File: src/rtl/subr1r2r3_seq.sv
`default_nettype none
// ============================================================================
//  Module      : subr1r2r3_seq
//  Description : Multi-cycle digit-serial subtractor r1 = r2 - r3 with NZCV
//                flags. DIGIT bits of r2 + ~r3 + 1 are summed per clock;
//                results are registered and held until the next completion.
//  Revision    : 1.0 - initial release
// ============================================================================
module subr1r2r3_seq #(
    parameter int WIDTH = 32,
    parameter int DIGIT = 1
) (
    input  logic             clk,
    input  logic             reset,
    input  logic             start,
    input  logic [WIDTH-1:0] r2,
    input  logic [WIDTH-1:0] r3,
    output logic             busy,
    output logic             done,
    output logic [WIDTH-1:0] r1,
    output logic             n,
    output logic             z,
    output logic             c,
    output logic             v
);

    // Number of digit steps per operation and the counter width to hold K-1.
    localparam int K  = WIDTH / DIGIT;
    localparam int CW = (K > 1) ? $clog2(K) : 1;
    localparam logic [CW-1:0] c_LAST = CW'(K - 1);

    localparam logic [0:0] c_IDLE = 1'b0;
    localparam logic [0:0] c_RUN  = 1'b1;

    // A DIGIT that does not divide WIDTH would leave a partial digit behind.
    if ((WIDTH % DIGIT) != 0) begin : g_bad_digit
        $error("subr1r2r3_seq: DIGIT must divide WIDTH");
    end

    logic [0:0]       r_state_q,   w_state_d;
    logic [WIDTH-1:0] r_a_q,       w_a_d;
    logic [WIDTH-1:0] r_b_q,       w_b_d;
    logic             r_carry_q,   w_carry_d;
    logic [WIDTH-1:0] r_res_q,     w_res_d;
    logic [CW-1:0]    r_cnt_q,     w_cnt_d;
    logic             r_r2_msb_q,  w_r2_msb_d;
    logic             r_r3_msb_q,  w_r3_msb_d;
    logic             r_busy_q,    w_busy_d;
    logic             r_done_q,    w_done_d;
    logic [WIDTH-1:0] r_r1_q,      w_r1_d;
    logic             r_n_q,       w_n_d;
    logic             r_z_q,       w_z_d;
    logic             r_c_q,       w_c_d;
    logic             r_v_q,       w_v_d;

    logic [DIGIT:0]   w_sum;
    logic [WIDTH-1:0] w_res_shift;

    // Digit adder and result shift register input (new digit enters at MSB).
    always_comb begin
        w_sum       = {1'b0, r_a_q[DIGIT-1:0]} + {1'b0, r_b_q[DIGIT-1:0]}
                    + {{DIGIT{1'b0}}, r_carry_q};
        w_res_shift = (r_res_q >> DIGIT)
                    | (WIDTH'(w_sum[DIGIT-1:0]) << (WIDTH - DIGIT));
    end

    // Next-state logic: capture on start, step one digit per clock in RUN.
    always_comb begin
        w_state_d  = r_state_q;
        w_a_d      = r_a_q;
        w_b_d      = r_b_q;
        w_carry_d  = r_carry_q;
        w_res_d    = r_res_q;
        w_cnt_d    = r_cnt_q;
        w_r2_msb_d = r_r2_msb_q;
        w_r3_msb_d = r_r3_msb_q;
        w_busy_d   = r_busy_q;
        w_done_d   = 1'b0;
        w_r1_d     = r_r1_q;
        w_n_d      = r_n_q;
        w_z_d      = r_z_q;
        w_c_d      = r_c_q;
        w_v_d      = r_v_q;

        case (r_state_q)
            c_IDLE: begin
                if (start) begin
                    // Subtraction as r2 + ~r3 + 1: invert B, seed carry with 1.
                    w_a_d      = r2;
                    w_b_d      = ~r3;
                    w_carry_d  = 1'b1;
                    w_res_d    = '0;
                    w_cnt_d    = '0;
                    w_r2_msb_d = r2[WIDTH-1];
                    w_r3_msb_d = r3[WIDTH-1];
                    w_busy_d   = 1'b1;
                    w_state_d  = c_RUN;
                end
            end
            c_RUN: begin
                w_a_d     = r_a_q >> DIGIT;
                w_b_d     = r_b_q >> DIGIT;
                w_carry_d = w_sum[DIGIT];
                w_res_d   = w_res_shift;
                w_cnt_d   = r_cnt_q + CW'(1);
                if (r_cnt_q == c_LAST) begin
                    // Last digit: publish result and flags in one step.
                    w_r1_d    = w_res_shift;
                    w_n_d     = w_res_shift[WIDTH-1];
                    w_z_d     = (w_res_shift == '0);
                    w_c_d     = w_sum[DIGIT];
                    w_v_d     = (r_r2_msb_q != r_r3_msb_q)
                             && (w_res_shift[WIDTH-1] != r_r2_msb_q);
                    w_done_d  = 1'b1;
                    w_busy_d  = 1'b0;
                    w_cnt_d   = '0;
                    w_state_d = c_IDLE;
                end
            end
            default: begin
                w_state_d = c_IDLE;
                w_busy_d  = 1'b0;
            end
        endcase
    end

    // State registers with synchronous reset that aborts any operation.
    always_ff @(posedge clk) begin
        if (reset) begin
            r_state_q  <= c_IDLE;
            r_a_q      <= '0;
            r_b_q      <= '0;
            r_carry_q  <= 1'b0;
            r_res_q    <= '0;
            r_cnt_q    <= '0;
            r_r2_msb_q <= 1'b0;
            r_r3_msb_q <= 1'b0;
            r_busy_q   <= 1'b0;
            r_done_q   <= 1'b0;
            r_r1_q     <= '0;
            r_n_q      <= 1'b0;
            r_z_q      <= 1'b0;
            r_c_q      <= 1'b0;
            r_v_q      <= 1'b0;
        end else begin
            r_state_q  <= w_state_d;
            r_a_q      <= w_a_d;
            r_b_q      <= w_b_d;
            r_carry_q  <= w_carry_d;
            r_res_q    <= w_res_d;
            r_cnt_q    <= w_cnt_d;
            r_r2_msb_q <= w_r2_msb_d;
            r_r3_msb_q <= w_r3_msb_d;
            r_busy_q   <= w_busy_d;
            r_done_q   <= w_done_d;
            r_r1_q     <= w_r1_d;
            r_n_q      <= w_n_d;
            r_z_q      <= w_z_d;
            r_c_q      <= w_c_d;
            r_v_q      <= w_v_d;
        end
    end

    assign busy = r_busy_q;
    assign done = r_done_q;
    assign r1   = r_r1_q;
    assign n    = r_n_q;
    assign z    = r_z_q;
    assign c    = r_c_q;
    assign v    = r_v_q;

endmodule
`default_nettype wire
File: config.mk
export PLATFORM = sky130hd
export DESIGN_NAME = subr1r2r3_seq
export DESIGN_NICKNAME = d
export VERILOG_FILES = /design/src/rtl/subr1r2r3_seq.sv
export SDC_FILE = /design/constraint.sdc
export NUM_CORES = 1
export LEC_CHECK = 0
export CORE_MARGIN = 2
export CORE_UTILIZATION = 47
export CTS_CLUSTER_SIZE = 14
export DETAILED_ROUTE_END_ITERATION = 10
export PLACE_DENSITY_LB_ADDON = 0.05
export RECOVER_POWER = 25
export SETUP_SLACK_MARGIN = 0.15
export SYNTH_ARGS = -nofsm -noshare
export SYNTH_HDL_FRONTEND = slang
export SYNTH_SLANG_ARGS = --single-unit
File: constraint.sdc
create_clock -name clk -period 5.4 [get_ports clk]
set_clock_uncertainty 0.05 [all_clocks]
set_input_delay 1.08 -clock clk [delete_from_list [all_inputs] [get_ports clk]]
set_output_delay 1.08 -clock clk [all_outputs]
set_load 0.01 [all_outputs]
==> run summary, run 1 <==
Pwr Density -> 354 nW/um^2
Die Y-Extent -> 114 um
I/O Pins -> 105
NetSw -> 0.000562 W
Area delta synth->final -> 27.1%
Mean post-synth cell area -> 8.96 um^2
IO Port Bufs -> 104
M1 WL -> 5320 um
Leading cell types in the layout, fill and taps excluded -> 167 x nor2_1, 140 x dfxtp_1, 100 x a21oi_1
Final hold viol count -> 0
Post-synthesis instance area -> 5680 um^2
Row Count -> 40
Met3 WL -> 713 um
Setup tns final -> 0 ps
Measured slew at the worst slew-check pin -> 2430 ps
Critical Path Max Stage Delay -> 1810 ps
Startpoint types -> input port
Met2 wire length -> 5370 um
Share of cells above drive strength 1 -> 5.86%
Drt drc -> 0
Final setup violation count -> 0
HPWL Detailed -> 7260 um
Max VDD drop -> 0.238 mV
Vias in the first global route -> 4206
Register area share after synthesis -> 49.7%
Pre-CTS WS -> 2310 ps
Syn Nets -> 704
Number of synthesized flops with an enable pin -> 0
Synth async-reset ratio -> 0%
Yosys warns -> 0
Crit end category -> flip-flop
Final Power -> 0.00256 W
Via density -> 5.23
Via count -> 4516
Dominant synthesized flop cell -> dfxtp_1
Gr usage total -> 18.8%
Fin crit share -> 69.9%
Netlist cell types -> 32
Hold Path Class -> reg -> reg
Slowest cell on crit path -> clkbuf_1
Fmax -> 265 MHz
CTS root buf -> clkbuf_16
Crit-path max FO -> 55
Hold-fix buffers at CTS -> 0
1st-iter DRT viols -> 175
Final Util -> 60.6%
Post-CTS Resized -> 0
Leak pwr -> 2.81 nW
Synthesized flop and latch total -> 141
Sequential power share -> 43.6%
Die width -> 114 um
CP cell instances -> clkbuf_2, clkbuf_1, nor2_1
CP Data Arrival Time -> 3920 ps
Post-CTS setup buffers -> 0
Unrepaired setup endpoints after global routing -> false
Max_cap viols -> 2
Die ar. -> 13000 um^2
Comb pwr share -> 7.8%
Most common cell after layout, fill and taps aside -> nor2_1
Clock Latency Late Sink -> 420 ps
Drt wl/cell -> 13.4 um
Worst Path Required -> 5550 ps
P_int -> 0.00200 W
Min cycle time layout -> 3770 ps
First-pass GRT wire length -> 19500 um
Final ANT Viol Nets -> 0
Initial Util -> 47.7%
Status -> finished with violations
Gr ovfl total -> 0
Worst path bufs/invs -> 2
Post-Route WL -> 11600 um
Failing checks -> max-capacitance violations, max-slew violations
Initial antenna violation count -> 0
Fill cell count -> 1066
CTS tree -> built
GPL Wtd Cong -> 0.709
CTS Buf Count -> 17
Top Layer Used -> met4
H-tree depth -> 4
Clock Path Buffers -> 2
Switch share -> 22.0%
Synth Instances -> 634
Antenna Cells -> 0
Slew HR -> -62.0%
Top delay family on crit path -> buffers and inverters
Core region area -> 11900 um^2
Fin. max-slew vios -> 144
Nets -> 774
Clk slew on worst S/H paths -> 60 ps
Drt first pass iters -> 4
Worst setup margin -> 1630 ps
Largest net degree at the start of global routing -> 120
CTS Sinks -> 141
Clk pwr share -> 48.7%
WS Path Type -> in -> reg
worst register-to-register path: cells and delay by family, from the launching register on:
family                 cells  cell delay, ps
flip-flops                 1            1120
buffers and inverters      1             770
AO/OA/AOI/OAI              2             320
AND/OR/NAND/NOR            1             130
cell type report:
type	instances	area (um^2)	area share (%)
well taps	147	184	2.55
multi-input cells	436	2510	34.8
clock inverters	11	163	2.25
inverters	1	3.75	0.0520
flip-flops and latches	141	2830	39.1
repair buffers	107	1050	14.5
clock buffers	21	480	6.65
per-stage QoR:
step | hold WS, ps | instances | cell area, um^2
global route | 435 | 864 | 7220
CTS | 424 | 864 | 7230
floorplan | 402 | 634 | 5680
detailed placement | 411 | 832 | 6590
finish | 417 | 864 | 7220
global placement | 394 | 832 | 6590
flip-flops by register name, indices dropped and copies added (netlist names):
register and count:
r1 32, r_a_q 32, r_b_q 32, r_res_q 31, r_cnt_q 5, busy 1
c 1, done 1, r_carry_q 1, r_r2_msb_q 1, r_r3_msb_q 1, r_state_q 1
v 1, z 1
layer usage:
layer	GRT usage (%)	up-vias
met1	22.4	2059
met3	6.54	16
met2	31.0	90
met5	0	-
li1	-	2351
met4	7.80	0
kinds of logic (layout without fill, tap and decap cells):
kind of cell / after synthesis / count (layout) / share of synthesized area [%]
DFF: 141 / 141 / 49.7
AOI/OAI and AO/OA: 171 / 171 / 18.9
muxes: 35 / 35 / 6.17
adders and majority gates: 3 / 3 / 0.793
buffers and inverters: 57 / 140 / 6.04
and+or+nand+nor: 227 / 227 / 18.4
path summary, 6_finish.rpt:
| path | from | end | slack (ps) | cells past startpoint |
|---|---|---|---|---|
| worst max-delay path | reset | r_res_q[29]$_SDFFE_PP0P_ | 1630 | 3 |
| worst min-delay path | r1[7]$_SDFFE_PP0P_ | r1[7]$_SDFFE_PP0P_ | 420 | 1 |
| worst max register to register | r_state_q$_SDFF_PP0_ | r_cnt_q[3]$_SDFFE_PP0P_ | 2780 | 4 |
| worst min register to register | r1[7]$_SDFFE_PP0P_ | r1[7]$_SDFFE_PP0P_ | 420 | 1 |
cells in the mapped netlist, types with 2 or more instances:
cell type / instances / area [um^2]
buf_4: 8 / 60.1
nand3_1: 3 / 15.0
ha_1: 2 / 25.0
o21ai_0: 4 / 20.0
a21oi_1: 100 / 500
nor3_1: 2 / 10.0
nor3b_1: 33 / 248
nor2_1: 167 / 627
a22o_1: 33 / 289
clkbuf_1: 9 / 33.8
buf_6: 8 / 90.1
a211oi_1: 31 / 233
nand2_1: 4 / 15.0
buf_2: 31 / 155
mux2i_1: 35 / 350
nor4_1: 8 / 50.1
dfxtp_1: 141 / 2820
power groups by stage:
stage | logic (W) | registers (W) | clock network (W)
floorplan | 0.000155 | 0.00111 | 0
global placement | 0.000194 | 0.00113 | 0
detailed placement | 0.000199 | 0.00114 | 0
CTS | 0.000201 | 0.00111 | 0.00127
global route | 0.000226 | 0.00112 | 0.00132
finish | 0.000199 | 0.00111 | 0.00124
No activity file was read; power rests on OpenSTA's default activity.
==> inputs of run 2 (changes only) <==
==> constraint.sdc (replaced) <==
create_clock -name clk -period 3.5 [get_ports clk]
set_clock_uncertainty 0.05 [all_clocks]
set_input_delay 0.7 -clock clk [delete_from_list [all_inputs] [get_ports clk]]
set_output_delay 0.7 -clock clk [all_outputs]
set_load 0.01 [all_outputs]
==> run summary, run 2 (synthesis results as in run 1) <==
Clock Latency Late Sink -> 420 ps
H-tree depth -> 4
Initial antenna violation count -> 0
Die Y-Extent -> 114 um
Die ar. -> 13000 um^2
WS Path Type -> reg -> reg
Drt first pass iters -> 4
Initial Util -> 47.7%
Slew HR -> 4.14%
Largest net degree at the start of global routing -> 85
Drt drc -> 0
CP Data Arrival Time -> 3010 ps
IO Port Bufs -> 104
Fin. max-slew vios -> 0
Measured slew at the worst slew-check pin -> 1440 ps
R2r endpoint -> z$_SDFFE_PP0P_
Leak pwr -> 2.77 nW
Clock Path Buffers -> 2
GPL Wtd Cong -> 0.727
Placed Cells -> 835
Final setup violation count -> 0
HPWL Detailed -> 7440 um
Die width -> 114 um
Leading cell types in the layout, fill and taps excluded -> 167 x nor2_1, 140 x dfxtp_1, 101 x clkdlybuf4s50_1
Vias in the first global route -> 4199
Fill cell count -> 1056
Hold-fix buffers at CTS -> 0
Max_cap viols -> 0
Nets -> 777
Reg2Reg Setup Slack -> 790 ps
Worst r2r src -> r_state_q$_SDFF_PP0_
Final ANT Viol Nets -> 0
Worst hold endpoint -> z$_SDFFE_PP0P_
Clk slew on worst S/H paths -> 60 ps
Via count -> 4606
Post-Route WL -> 11700 um
Layout Cells excl Fill -> 866
Setup tns final -> 0 ps
Unrepaired setup endpoints after global routing -> false
HP Start -> z$_SDFFE_PP0P_
1st-iter DRT viols -> 287
Gr ovfl total -> 0
Fin crit share -> 77.6%
FF-to-FF path depth -> 4
Area delta synth->final -> 25.9%
Drt wl/cell -> 13.5 um
Min cycle time layout -> 2710 ps
Max VDD drop -> 0.390 mV
Most common cell after layout, fill and taps aside -> nor2_1
Row Count -> 40
Startpoint types -> flip-flop
CTS root buf -> clkbuf_16
Antenna Cells -> 0
Fin Hold WS -> 410 ps
Slowest cell on crit path -> dfxtp_2
First-pass GRT wire length -> 19500 um
I/O Pins -> 105
Status -> finished, final reports clean
Pwr Density -> 513 nW/um^2
Post-CTS setup buffers -> 0
Final Util -> 60.0%
Core region area -> 11900 um^2
Hold Path Class -> reg -> reg
Critical Path Max Stage Delay -> 1290 ps
Worst hold stages -> 2
Via density -> 5.32
Gr usage total -> 18.9%
CP cell instances -> nand2_1, nor2_4, nand3_1, o21ai_0
CTS Sinks -> 141
Share of cells above drive strength 1 -> 5.56%
Crit-path max FO -> 84
Final hold viol count -> 0
Post-CTS Resized -> 0
Crit end category -> flip-flop
CTS tree -> built
CTS Buf Count -> 17
Fmax -> 368 MHz
Worst Path Required -> 3790 ps
## run 2: cell types whose count changed in the layout (fill, tap and decap cells not counted), sizes merged
cell / delta
buf: +6
clkinvlp: -2
dlygate4sd3: -6
clkinv: +2
clkbuf: -1
bufinv: -3
clkdlybuf4s50: +6
## run 2: layout make-up
cell class,instances,area (um^2),area share [%]
clock buffer,23,468,6.54
clock inverter,8,67.6,0.945
inverter,1,3.75,0.0525
multi-input combinational,436,2510,35.1
sequential,141,2820,39.5
tap,147,184,2.57
timing repair buffer,110,1090,15.3
## run 2: routing by layer
metal	track usage [%]	vias up	routed length, um
met4	6.91	0	148
li1	-	2361	-
met3	7.01	12	567
met5	0	-	0
met1	23.5	2132	5730
met2	30.0	101	5230
## run 2: worst max path at each step
| stage | cells past startpoint | startpoint | slack (ps) | to |
|---|---|---|---|---|
| 4_1_cts | 7 | r_cnt_q[0]$_SDFFE_PP0P_ | 1230 | z$_SDFFE_PP0P_ |
| 5_1_grt | 4 | r_state_q$_SDFF_PP0_ | 530 | z$_SDFFE_PP0P_ |
| 3_3_place_gp | 4 | r_state_q$_SDFF_PP0_ | 1340 | r_r3_msb_q$_SDFFE_PP0P_ |
| 2_1_floorplan | 6 | r_cnt_q[0]$_SDFFE_PP0P_ | 1780 | r_cnt_q[2]$_SDFFE_PP0P_ |
| 3_5_place_dp | 7 | r_cnt_q[0]$_SDFFE_PP0P_ | 1260 | z$_SDFFE_PP0P_ |
| 6_report | 4 | r_state_q$_SDFF_PP0_ | 790 | z$_SDFFE_PP0P_ |
## run 2: worst max-delay path: cells and delay by family (launching register included)
kind,cells,cell delay (ps)
AO/OA/AOI/OAI,1,170
flip-flops,1,1290
AND/OR/NAND/NOR,3,1100
## run 2: stage by stage
| stage | worst slack [ps] | total power [W] | instance area, um^2 |
|---|---|---|---|
| global placement | 1340 | 0.00206 | 6620 |
| finish | 785 | 0.00367 | 7150 |
| floorplan | 1780 | 0.00196 | 5680 |
| detailed placement | 1260 | 0.00207 | 6620 |
| CTS | 1230 | 0.00370 | 7160 |
| global route | 531 | 0.00384 | 7150 |
## run 2: power breakdown
part,switching [W],internal (W)
logic,0.000164,0.000157
registers,0.0000487,0.00166
clock network,0.000634,0.00100
total,0.000847,0.00282
